`src/rtl/cpu_pkg.sv`:
```
// Shared CPU definitions: micro-op encodings, data cache geometry, LSU states.
// Latency: none (constants and types only).
// Backpressure: none.
package cpu_pkg;

   // Micro-op encodings shared by decode, the LSU and the data cache
   localparam logic [4:0] NOP_UOP = 5'b00000;
   localparam logic [4:0] STR_UOP = 5'b01001;
   localparam logic [4:0] LDR_UOP = 5'b01010;

   // Data cache holds DCACHE_DEPTH 32-bit words, word-addressed
   localparam int unsigned DCACHE_DEPTH = 32;

   // Destination-register tag width
   localparam int unsigned RD_W = 4;

   typedef enum logic [2:0] {
      LSU_IDLE       = 3'd0,
      LSU_ST_ISSUE   = 3'd1,
      LSU_LD_ISSUE   = 3'd2,
      LSU_LD_CAPTURE = 3'd3,
      LSU_RESP       = 3'd4
   } lsu_state_t;

   // True for the two micro-ops that touch memory
   function automatic logic is_mem_uop(input logic [4:0] uop);
      return (uop == STR_UOP) || (uop == LDR_UOP);
   endfunction

endpackage

```
`src/rtl/lsu_stage.sv`:
```
// Load/store stage: one memory uop at a time from execute to the data cache, load result / fault to writeback.
// Latency: store busy 1 cycle; load response 2 cycles after accept; out-of-range fault response same edge as accept.
// Backpressure: ex_ready only in IDLE; response held stable in RESP until wb_ready, blocking further accepts.
module lsu_stage
   import cpu_pkg::*;
(
   input  logic            clock,
   input  logic            reset_n,
   input  logic            ex_valid,
   output logic            ex_ready,
   input  logic [4:0]      ex_uop,
   input  logic [31:0]     ex_addr,
   input  logic [31:0]     ex_data,
   input  logic [RD_W-1:0] ex_rd,
   output logic [4:0]      dc_uop,
   output logic [31:0]     dc_addr,
   output logic [31:0]     dc_data,
   input  logic [31:0]     dc_rdata,
   output logic            wb_valid,
   input  logic            wb_ready,
   output logic [RD_W-1:0] wb_rd,
   output logic [31:0]     wb_data,
   output logic            wb_fault
);

   lsu_state_t      state_q,    state_d;
   logic [4:0]      dc_uop_q,   dc_uop_d;
   logic [31:0]     dc_addr_q,  dc_addr_d;
   logic [31:0]     dc_data_q,  dc_data_d;
   logic            wb_valid_q, wb_valid_d;
   logic [RD_W-1:0] wb_rd_q,    wb_rd_d;
   logic [31:0]     wb_data_q,  wb_data_d;
   logic            wb_fault_q, wb_fault_d;

   logic accept;
   logic addr_ok;

   // Next-state and output-register logic for the LSU sequencer
   always_comb begin
      state_d    = state_q;
      dc_uop_d   = dc_uop_q;
      dc_addr_d  = dc_addr_q;
      dc_data_d  = dc_data_q;
      wb_valid_d = wb_valid_q;
      wb_rd_d    = wb_rd_q;
      wb_data_d  = wb_data_q;
      wb_fault_d = wb_fault_q;

      accept  = ex_valid && (state_q == LSU_IDLE);
      // Full-width compare so high address bits cannot alias into the cache
      addr_ok = (ex_addr < 32'(DCACHE_DEPTH));

      unique case (state_q)
         LSU_IDLE: begin
            // Non-memory uops are consumed and dropped without leaving IDLE
            if (accept && is_mem_uop(ex_uop)) begin
               if (!addr_ok) begin
                  // Out-of-range: answer immediately, cache never sees the op
                  wb_data_d  = 32'd0;
                  wb_fault_d = 1'b1;
                  wb_rd_d    = ex_rd;
                  wb_valid_d = 1'b1;
                  state_d    = LSU_RESP;
               end else if (ex_uop == STR_UOP) begin
                  dc_uop_d  = STR_UOP;
                  dc_addr_d = ex_addr;
                  dc_data_d = ex_data;
                  state_d   = LSU_ST_ISSUE;
               end else begin
                  dc_uop_d  = LDR_UOP;
                  dc_addr_d = ex_addr;
                  wb_rd_d   = ex_rd;
                  state_d   = LSU_LD_ISSUE;
               end
            end
         end
         LSU_ST_ISSUE: begin
            dc_uop_d = NOP_UOP;
            state_d  = LSU_IDLE;
         end
         LSU_LD_ISSUE: begin
            // Cache registers the read at the end of this cycle
            dc_uop_d = NOP_UOP;
            state_d  = LSU_LD_CAPTURE;
         end
         LSU_LD_CAPTURE: begin
            wb_data_d  = dc_rdata;
            wb_fault_d = 1'b0;
            wb_valid_d = 1'b1;
            state_d    = LSU_RESP;
         end
         LSU_RESP: begin
            if (wb_ready) begin
               wb_valid_d = 1'b0;
               state_d    = LSU_IDLE;
            end
         end
         default: begin
            dc_uop_d   = NOP_UOP;
            wb_valid_d = 1'b0;
            state_d    = LSU_IDLE;
         end
      endcase
   end

   // State and output registers; async reset drops any in-flight op at once
   always_ff @(posedge clock or negedge reset_n) begin
      if (!reset_n) begin
         state_q    <= LSU_IDLE;
         dc_uop_q   <= NOP_UOP;
         dc_addr_q  <= 32'd0;
         dc_data_q  <= 32'd0;
         wb_valid_q <= 1'b0;
         wb_rd_q    <= '0;
         wb_data_q  <= 32'd0;
         wb_fault_q <= 1'b0;
      end else begin
         state_q    <= state_d;
         dc_uop_q   <= dc_uop_d;
         dc_addr_q  <= dc_addr_d;
         dc_data_q  <= dc_data_d;
         wb_valid_q <= wb_valid_d;
         wb_rd_q    <= wb_rd_d;
         wb_data_q  <= wb_data_d;
         wb_fault_q <= wb_fault_d;
      end
   end

   assign ex_ready = (state_q == LSU_IDLE);
   assign dc_uop   = dc_uop_q;
   assign dc_addr  = dc_addr_q;
   assign dc_data  = dc_data_q;
   assign wb_valid = wb_valid_q;
   assign wb_rd    = wb_rd_q;
   assign wb_data  = wb_data_q;
   assign wb_fault = wb_fault_q;

endmodule

```
`config.mk`:
```
export PLATFORM = sky130hd
export DESIGN_NAME = lsu_stage
export DESIGN_NICKNAME = d
export VERILOG_FILES = /design/src/rtl/cpu_pkg.sv /design/src/rtl/lsu_stage.sv
export SDC_FILE = /design/constraint.sdc
export NUM_CORES = 1
export LEC_CHECK = 0
export ABC_CLOCK_PERIOD_IN_PS = 2300
export BUFFER_PORTS_ARGS = -buffer_cell sky130_fd_sc_hd__buf_2
export CORE_MARGIN = 5
export CORE_UTILIZATION = 45
export DETAILED_ROUTE_END_ITERATION = 12
export GPL_ROUTABILITY_DRIVEN = 0
export PLACE_DENSITY = 0.76
export SYNTH_ARGS = -nofsm -noshare
export SYNTH_HDL_FRONTEND = slang
export SYNTH_SLANG_ARGS = --single-unit
```
`constraint.sdc`:
```
create_clock -name clock -period 2.3 [get_ports clock]
set_input_delay 0.23 -clock clock [delete_from_list [all_inputs] [get_ports clock]]
set_output_delay 0.23 -clock clock [all_outputs]
set_load 0.01 [all_outputs]
```
# Word level (Yosys, flattened, before mapping)
# Index checks and enable logic that the tools add are counted.
dict set report totals {
  ff_bits 110
  latch_bits 0
  ramBits 0
  romBits 0
  n_memories 0
}
dict set report op_classes {
  addsub 0
  mul 0
  div 0
  magnitude_cmp 1
  n_eq_ne 11
  shifts 0
  n_mux 19
  bitwise_logic 2
  n_reduce_logical 14
}
# operator n
set ops {}
lappend ops {{32-bit 2-to-1 mux} 2}
lappend ops {{32-bit one-hot mux with 2 select lines} 1}
lappend ops {{32-bit by 6-bit < comparator with 1-bit output (second input constant)} 1}
lappend ops {{3-bit one-hot mux with 4 select lines} 1}
lappend ops {{3-bit AND reduction} 4}
lappend ops {{5-bit by 4-bit == test with 1-bit output (second input constant)} 2}
lappend ops {{5-bit 2-to-1 mux} 2}
lappend ops {{5-bit one-hot mux with 2 select lines} 1}
lappend ops {{3-bit 2-to-1 mux} 3}
lappend ops {{4-bit 2-to-1 mux} 2}
lappend ops {{4-bit AND reduction} 2}
lappend ops {{3-bit by 2-bit == test with 1-bit output (second input constant)} 2}
lappend ops {{2-bit != test (second input constant)} 3}
lappend ops {{2-bit 2-to-1 mux} 2}
lappend ops {{2-bit by 1-bit != test with 1-bit output (second input constant)} 2}
lappend ops {{1-bit one-hot mux with 4 select lines} 1}
lappend ops {{2-bit OR reduction} 2}
lappend ops {{3-bit by 1-bit == test with 1-bit output (second input constant)} 1}
lappend ops {{3-bit == test (second input constant)} 1}
lappend ops {{3-bit logical NOT} 1}
lappend ops {{1-bit 2-to-1 mux} 3}
lappend ops {{1-bit logical AND} 2}
lappend ops {{1-bit inverter} 2}
lappend ops {{1-bit one-hot mux with 2 select lines} 1}
lappend ops {{3 further kinds} 3}

# Logic depth before layout (Yosys ltp)
# Gate-level depths: netlist of run 1.
dict set report logic_depth {
  word_depth 5
  mapped_depth 7
  mapped_depth_nobuf 6
}

# Worst setup path after synthesis of run 1
# Ideal clock, no wire load.
dict set report synth_path {
  kind {input to register}
  from {input ex_addr[20]}
  to {register dc_data_q[0] (netlist: dc_data[0])}
  setup_time_ns 0.127
  arrival_ns 1.794
  setup_slack_ns 0.378
  path_stages 5
  n_path_buf 1
  path_cell_list {nor4_1 > nand4_2 > nor4_4 > buf_6 > mux2_1}
}
dict set report synth_via {
  elab_chain_cells 2
}
# element line
set synth_lines {}
lappend synth_lines {{start: declaration} lsu_stage.sv:12} ;# input logic [31:0] ex_addr,
lappend synth_lines {{32-bit by 6-bit < comparator with 1-bit output} lsu_stage.sv:51} ;# addr_ok = (ex_addr < 32'(DCACHE_DEPTH));
lappend synth_lines {{4-bit AND reduction (no line)} -}
lappend synth_lines {{end signal: assignment} lsu_stage.sv:121} ;# dc_data_q <= dc_data_d;
lappend synth_lines {{end: declaration} lsu_stage.sv:29} ;# logic [31:0] dc_data_q, dc_data_d;
# No other way between the ends.
# A chain may end at the register's enable or synchronous reset.

# Worst setup path after layout of run 1
dict set report layout_path {
  from {register state_q[2]}
  to {register dc_addr_q[4] (netlist: dc_addr[4])}
}
dict set report layout_via {
  elab_chain_cells 4
}
# element line
set layout_lines {}
lappend layout_lines {{start: declaration} lsu_stage.sv:26} ;# lsu_state_t state_q, state_d;
lappend layout_lines {{start signal: assignment} lsu_stage.sv:118} ;# state_q <= state_d;
lappend layout_lines {{3-bit logical NOT (*)} {lsu_stage.sv:49, lsu_stage.sv:53}}
lappend layout_lines {{1-bit logical AND} lsu_stage.sv:49} ;# accept = ex_valid && (state_q == LSU_IDLE);
lappend layout_lines {{1-bit logical AND} lsu_stage.sv:56} ;# if (accept && is_mem_uop(ex_uop)) begin
lappend layout_lines {{3-bit AND reduction (no line) (*)} -}
lappend layout_lines {{end signal: assignment} lsu_stage.sv:120} ;# dc_addr_q <= dc_addr_d;
lappend layout_lines {{end: declaration} lsu_stage.sv:28} ;# logic [31:0] dc_addr_q, dc_addr_d;
# Every way passes the cells marked *; elsewhere a longest branch is shown, timed or not.

==> impl_metrics.yaml, run 1 <==
timing:
  tightest_slew_ps: 550
  min_period_over_period_pct: 89.2
  fmax_mhz: 487
  rsz0062_at_grt: "false"
  final_max_slew_viol_count: 0
  clock_skew_ps: 10.3
  hold_violations: 0
  worst_slack_ps: 249
  finalCriticalPeriod_ps: 2050
  fin_tns_setup_ps: 0
  relSlewSlack_pct: 63.3
  setup_violations: 0
job:
  drv_cap: 0
setup_path:
  r2r-start: "state_q[2]"
  cp-end-kind: "register"
  worstPathCellList: "nor2_1 -> nand2_1 -> inv_1 -> nand4_1 -> nor3_4 -> buf_12 -> mux2_2"
  worstSetupPathType: "reg2reg"
  critPathSlowestCell: "dfrtp_1"
  cp_max_fo: 33
  worst_ep_required_time_ps: 2540
  rr_worst_depth: 7
  max_stage_delay_ps: 430
  worstSetupStartpointType: "register"
  cp.arrival_ps: 2290
  startpoint: "state_q[2]"
yosys:
  synth_area_leaders: "dfrtp_1, mux2_1, a22o_1, nor2b_1, mux2_2"
  ys_types: 41
  synth_area_um2: 4070
  synth_ff_type: "dfrtp_1"
  synth-edff-count: 0
  ys_seq_area_share_pct: 66.5
  async_reset_ff_share_pct: 100
  syn_inst: 276
  synth_top_area_share_pct: 66.5
  ys_ff_latch: 108
  synth_top_area_cell: "dfrtp_1"
  syn-mean-instance-area_um2: 14.7
  synth-warning-count: 0
floorplan:
  die_h_um: 105
  initial_core_util_pct: 46.4
  io_pins: 217
  core_um2: 8760
  die_w_um: 105
  die_area_um2: 11000
  num_rows: 34
route:
  vias_per_cell: 5.05
  antenna_left: 0
  wl_per_cell_um: 16.7
  drc: 0
  drtIter0Drc: 120
  routed_wl_um: 10200
  dr.pass1.iters: 4
  num_vias: 3069
placement:
  dpl_worst_slack_ps: 235
  placed_cell_area_um2: 5300
  port_buffers: 214
  dp_hpwl_um: 7740
layout:
  fin_util_pct: 62.6
  final_cell_mix: "buf_2, dfrtp_1, a22o_1, mux2_1, nor2b_1"
  num_antenna_cells: 0
  multi_input_area_um2: 1270
  nNetsFinal: 605
  fin_area_um2: 5490
  final_common_cell: "buf_2"
  fillers: 711
  synthToLayoutAreaGrowth_pct: 35.0
  drive_above_1_share_pct: 50.4
  ff_latch_area_um2: 2700
global_route:
  grt_max_degree: 64
  use_met1_pct: 22.5
  grt_pass1_vias: 3349
  grt_antenna_before_repair: 0
  grt.busiest_layer: "met2"
  grtUsageMet3_pct: 5.49
  overflow: 0
  met2_usage_pct: 31.2
  grt_pass1_wl_um: 16500
  grt_use_total_pct: 18.3
power_and_ir_drop:
  cellPowerDensity_nw_per_um2: 601
  peakVddDrop_v: 0.000387
  total_power_uw: 3300
  power.leakage_uw: 0.00325
cts:
  clkTransAtPathRegs_ps: 100
  cts_tree: "done"
  clkLatencyLatePin_ps: 350
  cts_htree_levels: 3
  clock-root-buffer: "clkbuf_8"
  numCtsBuffers: 9
  cts_buffer_depth: 2
  cts_num_sinks: 108
  cts-resized-gates: 0
hold_path:
  hold_start: "ex_data[21]"
  hold_depth: 2
  hold_class: "in2reg"
status:
  status: "finished clean"
==> synth_stat cells, types with 2 or more instances <==
cell type and instances:
o211ai_1 2, dfrtp_1 108, a22o_1 32, o311ai_0 2, buf_6 3, nor2b_1 27
mux2_1 30, buf_4 2, nand3b_1 2, nor2_1 3, clkbuf_1 6, buf_2 4
inv_1 5, a21oi_1 2, nor3_1 2, o21ai_0 3, nor4_1 6, nand2_1 4
mux2_2 11
==> cell type report <==
class | instances | share of cell area (%)
clock inverters | 3 | 0.866
repair buffers | 223 | 21.5
inverters | 5 | 0.342
multi-input cells | 149 | 23.1
flip-flops and latches | 108 | 49.2
well taps | 108 | 2.46
clock buffers | 12 | 2.46
==> metrics by stage <==
stage / instances / hold slack, ps
floorplan: 277 / -65.6
global placement: 592 / 264
detailed placement: 592 / 255
CTS: 608 / 64.7
global route: 608 / 59.6
finish: 608 / 82.2
==> critical path, delay by kind of cell (launching register included) <==
family | cells | cell delay, ps
buffers and inverters | 2 | 360
multiplexers | 1 | 350
flip-flops | 1 | 430
AND/OR/NAND/NOR | 4 | 790
==> path summary, 6_finish.rpt <==
check	to	slack [ps]
worst max-delay path	dc_addr[4]	250
worst min-delay path	dc_data[21]	80
worst max register to register	dc_addr[4]	250
worst min register to register	dc_data[14]	490
max in group asynchronous	dc_addr[25]	1380
min in group asynchronous	wb_data[23]	420
==> where the power goes <==
| part | internal, uW | switching, uW | total [uW] |
|---|---|---|---|
| clock network | 507 | 610 | 1120 |
| logic | 120 | 125 | 245 |
| registers | 1920 | 13.8 | 1940 |
==> state kept, by name (all words and copies together), names as in the netlist <==
signal and cells:
wb_fault 1, wb_data 32, dc_uop 3, wb_valid 1, wb_rd 4, dc_addr 32, dc_data 32, state_q 3
==> cell families after synthesis <==
kind of cell    count (synthesis)  share of synthesized area [%]
compound gates                 47                           9.63
xor+xnor                        2                          0.431
buf+inv                        20                           2.71
flops                         108                           66.5
mux                            41                           11.4
other cells                     1                         0.0922
simple gates                   57                           9.30
==> what timing repair did <==
item                      in CTS  in global routing
hold endpoints to repair      97                  0
hold buffers                   1                  0
setup buffers                  0                  0
==> metal layers <==
| layer | part of all wire [%] | wire, um |
|---|---|---|
| met1 | 40 | 4060 |
| met2 | 50 | 5070 |
| met3 | 8.4 | 849 |
| met4 | 1.8 | 182 |
| met5 | 0 | 0 |
No activity file was read; power rests on OpenSTA's default activity.
==> run 2: changes to the inputs <==
CORE_UTILIZATION = 40   (was 45)
PLACE_DENSITY = default   (was 0.76)
PLACE_DENSITY_LB_ADDON = 0.08   (was default)
==> run 2 against run 1 <==
  * Largest cell class unchanged
  * Via count shrank 1.5%
  * Final cell count increased by 5.1%
  * Global-route usage is 0.96 points lower
  * Combinational power rose by 3%
  * Core utilization shrank 6.2 points
  * Critical path depth stayed put
  * Sequential power barely moved
  * Clock power is essentially flat
  * Sequential cell count stayed put
  * Count of clock-buffer cells in the layout up 1
  * Wire length up 2.5%
  * Clock skew fell by 5.4 ps
==> impl_metrics.yaml, run 2 (synthesis results as in run 1) <==
hold_path:
  hold_depth: 2
  hold_start: "ex_data[1]"
  hold_class: "in2reg"
route:
  dr.pass1.iters: 4
  num_vias: 3022
  antenna_left: 0
  drc: 0
  drtIter0Drc: 116
  routed_wl_um: 10400
  vias_per_cell: 4.73
  wl_per_cell_um: 16.3
timing:
  min_period_over_period_pct: 89.4
  clock_skew_ps: 4.94
  finalCriticalPeriod_ps: 2060
  rsz0062_at_grt: "false"
  fin_tns_setup_ps: 0
  setup_violations: 0
  fmax_mhz: 486
  hold_violations: 0
  final_max_slew_viol_count: 0
cts:
  cts-resized-gates: 0
  cts_buffer_depth: 2
  clkLatencyLatePin_ps: 360
  numCtsBuffers: 9
  cts_htree_levels: 3
  clkTransAtPathRegs_ps: 90
  cts_tree: "done"
  postCtsSetupBuffers: 0
  cts_num_sinks: 108
  clock-root-buffer: "clkbuf_8"
power_and_ir_drop:
  intPower_uw: 2530
  peakVddDrop_v: 0.000304
  power_frac_clock_pct: 33.2
  pwr-share-seq_pct: 59.2
  power_frac_comb_pct: 7.7
  cellPowerDensity_nw_per_um2: 590
  switchingPower_uw: 751
  power.leakage_uw: 0.00328
  sw_frac_of_total_pct: 22.9
job:
  drv_cap: 0
status:
  status: "finished clean"
global_route:
  overflow: 0
  grt_antenna_before_repair: 0
  grt_pass1_vias: 3328
  grt_max_degree: 56
  grt_use_total_pct: 17.3
  grt_pass1_wl_um: 17200
placement:
  dp_hpwl_um: 8150
  port_buffers: 214
  place_inst: 622
setup_path:
  r2r-start: "state_q[2]"
  cp_num_cells: 7
  crit_family: "simple AND/OR/NAND/NOR gates"
  startpoint: "state_q[2]"
  worst_ep_required_time_ps: 2550
  worstSetupStartpointType: "register"
  cp-end-kind: "register"
  max_stage_delay_ps: 430
  critPathBufInv: 2
  cp_max_fo: 19
  worstPathCellList: "nor2_1 -> nand2_1 -> inv_1 -> nand4_1 -> nor3_4 -> buf_4 -> nor2b_1"
  critPathSlowestCell: "dfrtp_1"
  cp.arrival_ps: 2310
  worstSetupPathType: "reg2reg"
  rr_worst_depth: 7
layout:
  instances_no_fill: 639
  synthToLayoutAreaGrowth_pct: 36.9
  final_common_cell: "buf_2"
  final_cell_mix: "buf_2, dfrtp_1, a22o_1, mux2_1, nor2b_1"
  ff_latch_area_um2: 2700
  multi_input_area_um2: 1270
  drive_above_1_share_pct: 51.4
  fillers: 828
  num_antenna_cells: 0
  nNetsFinal: 610
floorplan:
  core_um2: 9860
  initial_core_util_pct: 41.2
  die_area_um2: 12300
  num_rows: 36
  die_h_um: 111
  io_pins: 217
  die_w_um: 111
[run 2: changes by cell type in the layout (fill, tap and decap cells not counted), sizes merged]
cell      change
clkinvlp      +2
buf           +5
inv           -1
clkbuf        +1
bufinv        -1
[run 2: per-layer routing]
layer / track usage, % / wire [um]
met4: 7.22 / 218
met3: 5.19 / 910
met1: 21.8 / 4510
met5: 0 / 0
met2: 27.9 / 4780
[run 2: final cells by class]
cell class	instances	area share [%]
Sequential cell	108	48.6
Multi-Input combinational cell	149	22.8
Timing Repair Buffer	228	21.9
Clock buffer	13	3.04
Tap cell	133	2.99
Clock inverter	3	0.360
Inverter	5	0.337
[run 2: worst paths after layout]
kind                               end  slack (ps)
min in group asynchronous  dc_data[16]         360
min                         dc_data[1]          80
min reg2reg                dc_data[26]         490
max reg2reg                dc_addr[31]         240
max                        dc_addr[31]         240
max in group asynchronous  wb_data[10]        1300
[run 2: repair_timing]
action                     in CTS  in global routing
setup endpoints to repair       0                  0
hold buffers                    1                  0
hold endpoints to repair       33                  0
[run 2: power groups by stage]
stage | Sequential (uW) | Combinational [uW] | Clock, uW
2_1_floorplan | 1990 | 58.9 | 0
3_3_place_gp | 1980 | 253 | 0
3_5_place_dp | 1980 | 258 | 0
4_1_cts | 1940 | 260 | 1140
5_1_grt | 1940 | 284 | 1210
6_report | 1940 | 252 | 1090
[run 2: metrics by stage]
step | hold WS, ps | area, um^2 | total power (uW) | setup WS [ps] | util (%)
2_1_floorplan | -65.6 | 4070 | 2050 | 378 | -
3_3_place_gp | 209 | 5370 | 2230 | 166 | 54.4
3_5_place_dp | 214 | 5370 | 2240 | 113 | 54.4
4_1_cts | 60.9 | 5560 | 3340 | 236 | 56.4
5_1_grt | 64.9 | 5560 | 3440 | 2.19 | 56.4
6_report | 79.7 | 5560 | 3280 | 243 | 56.4
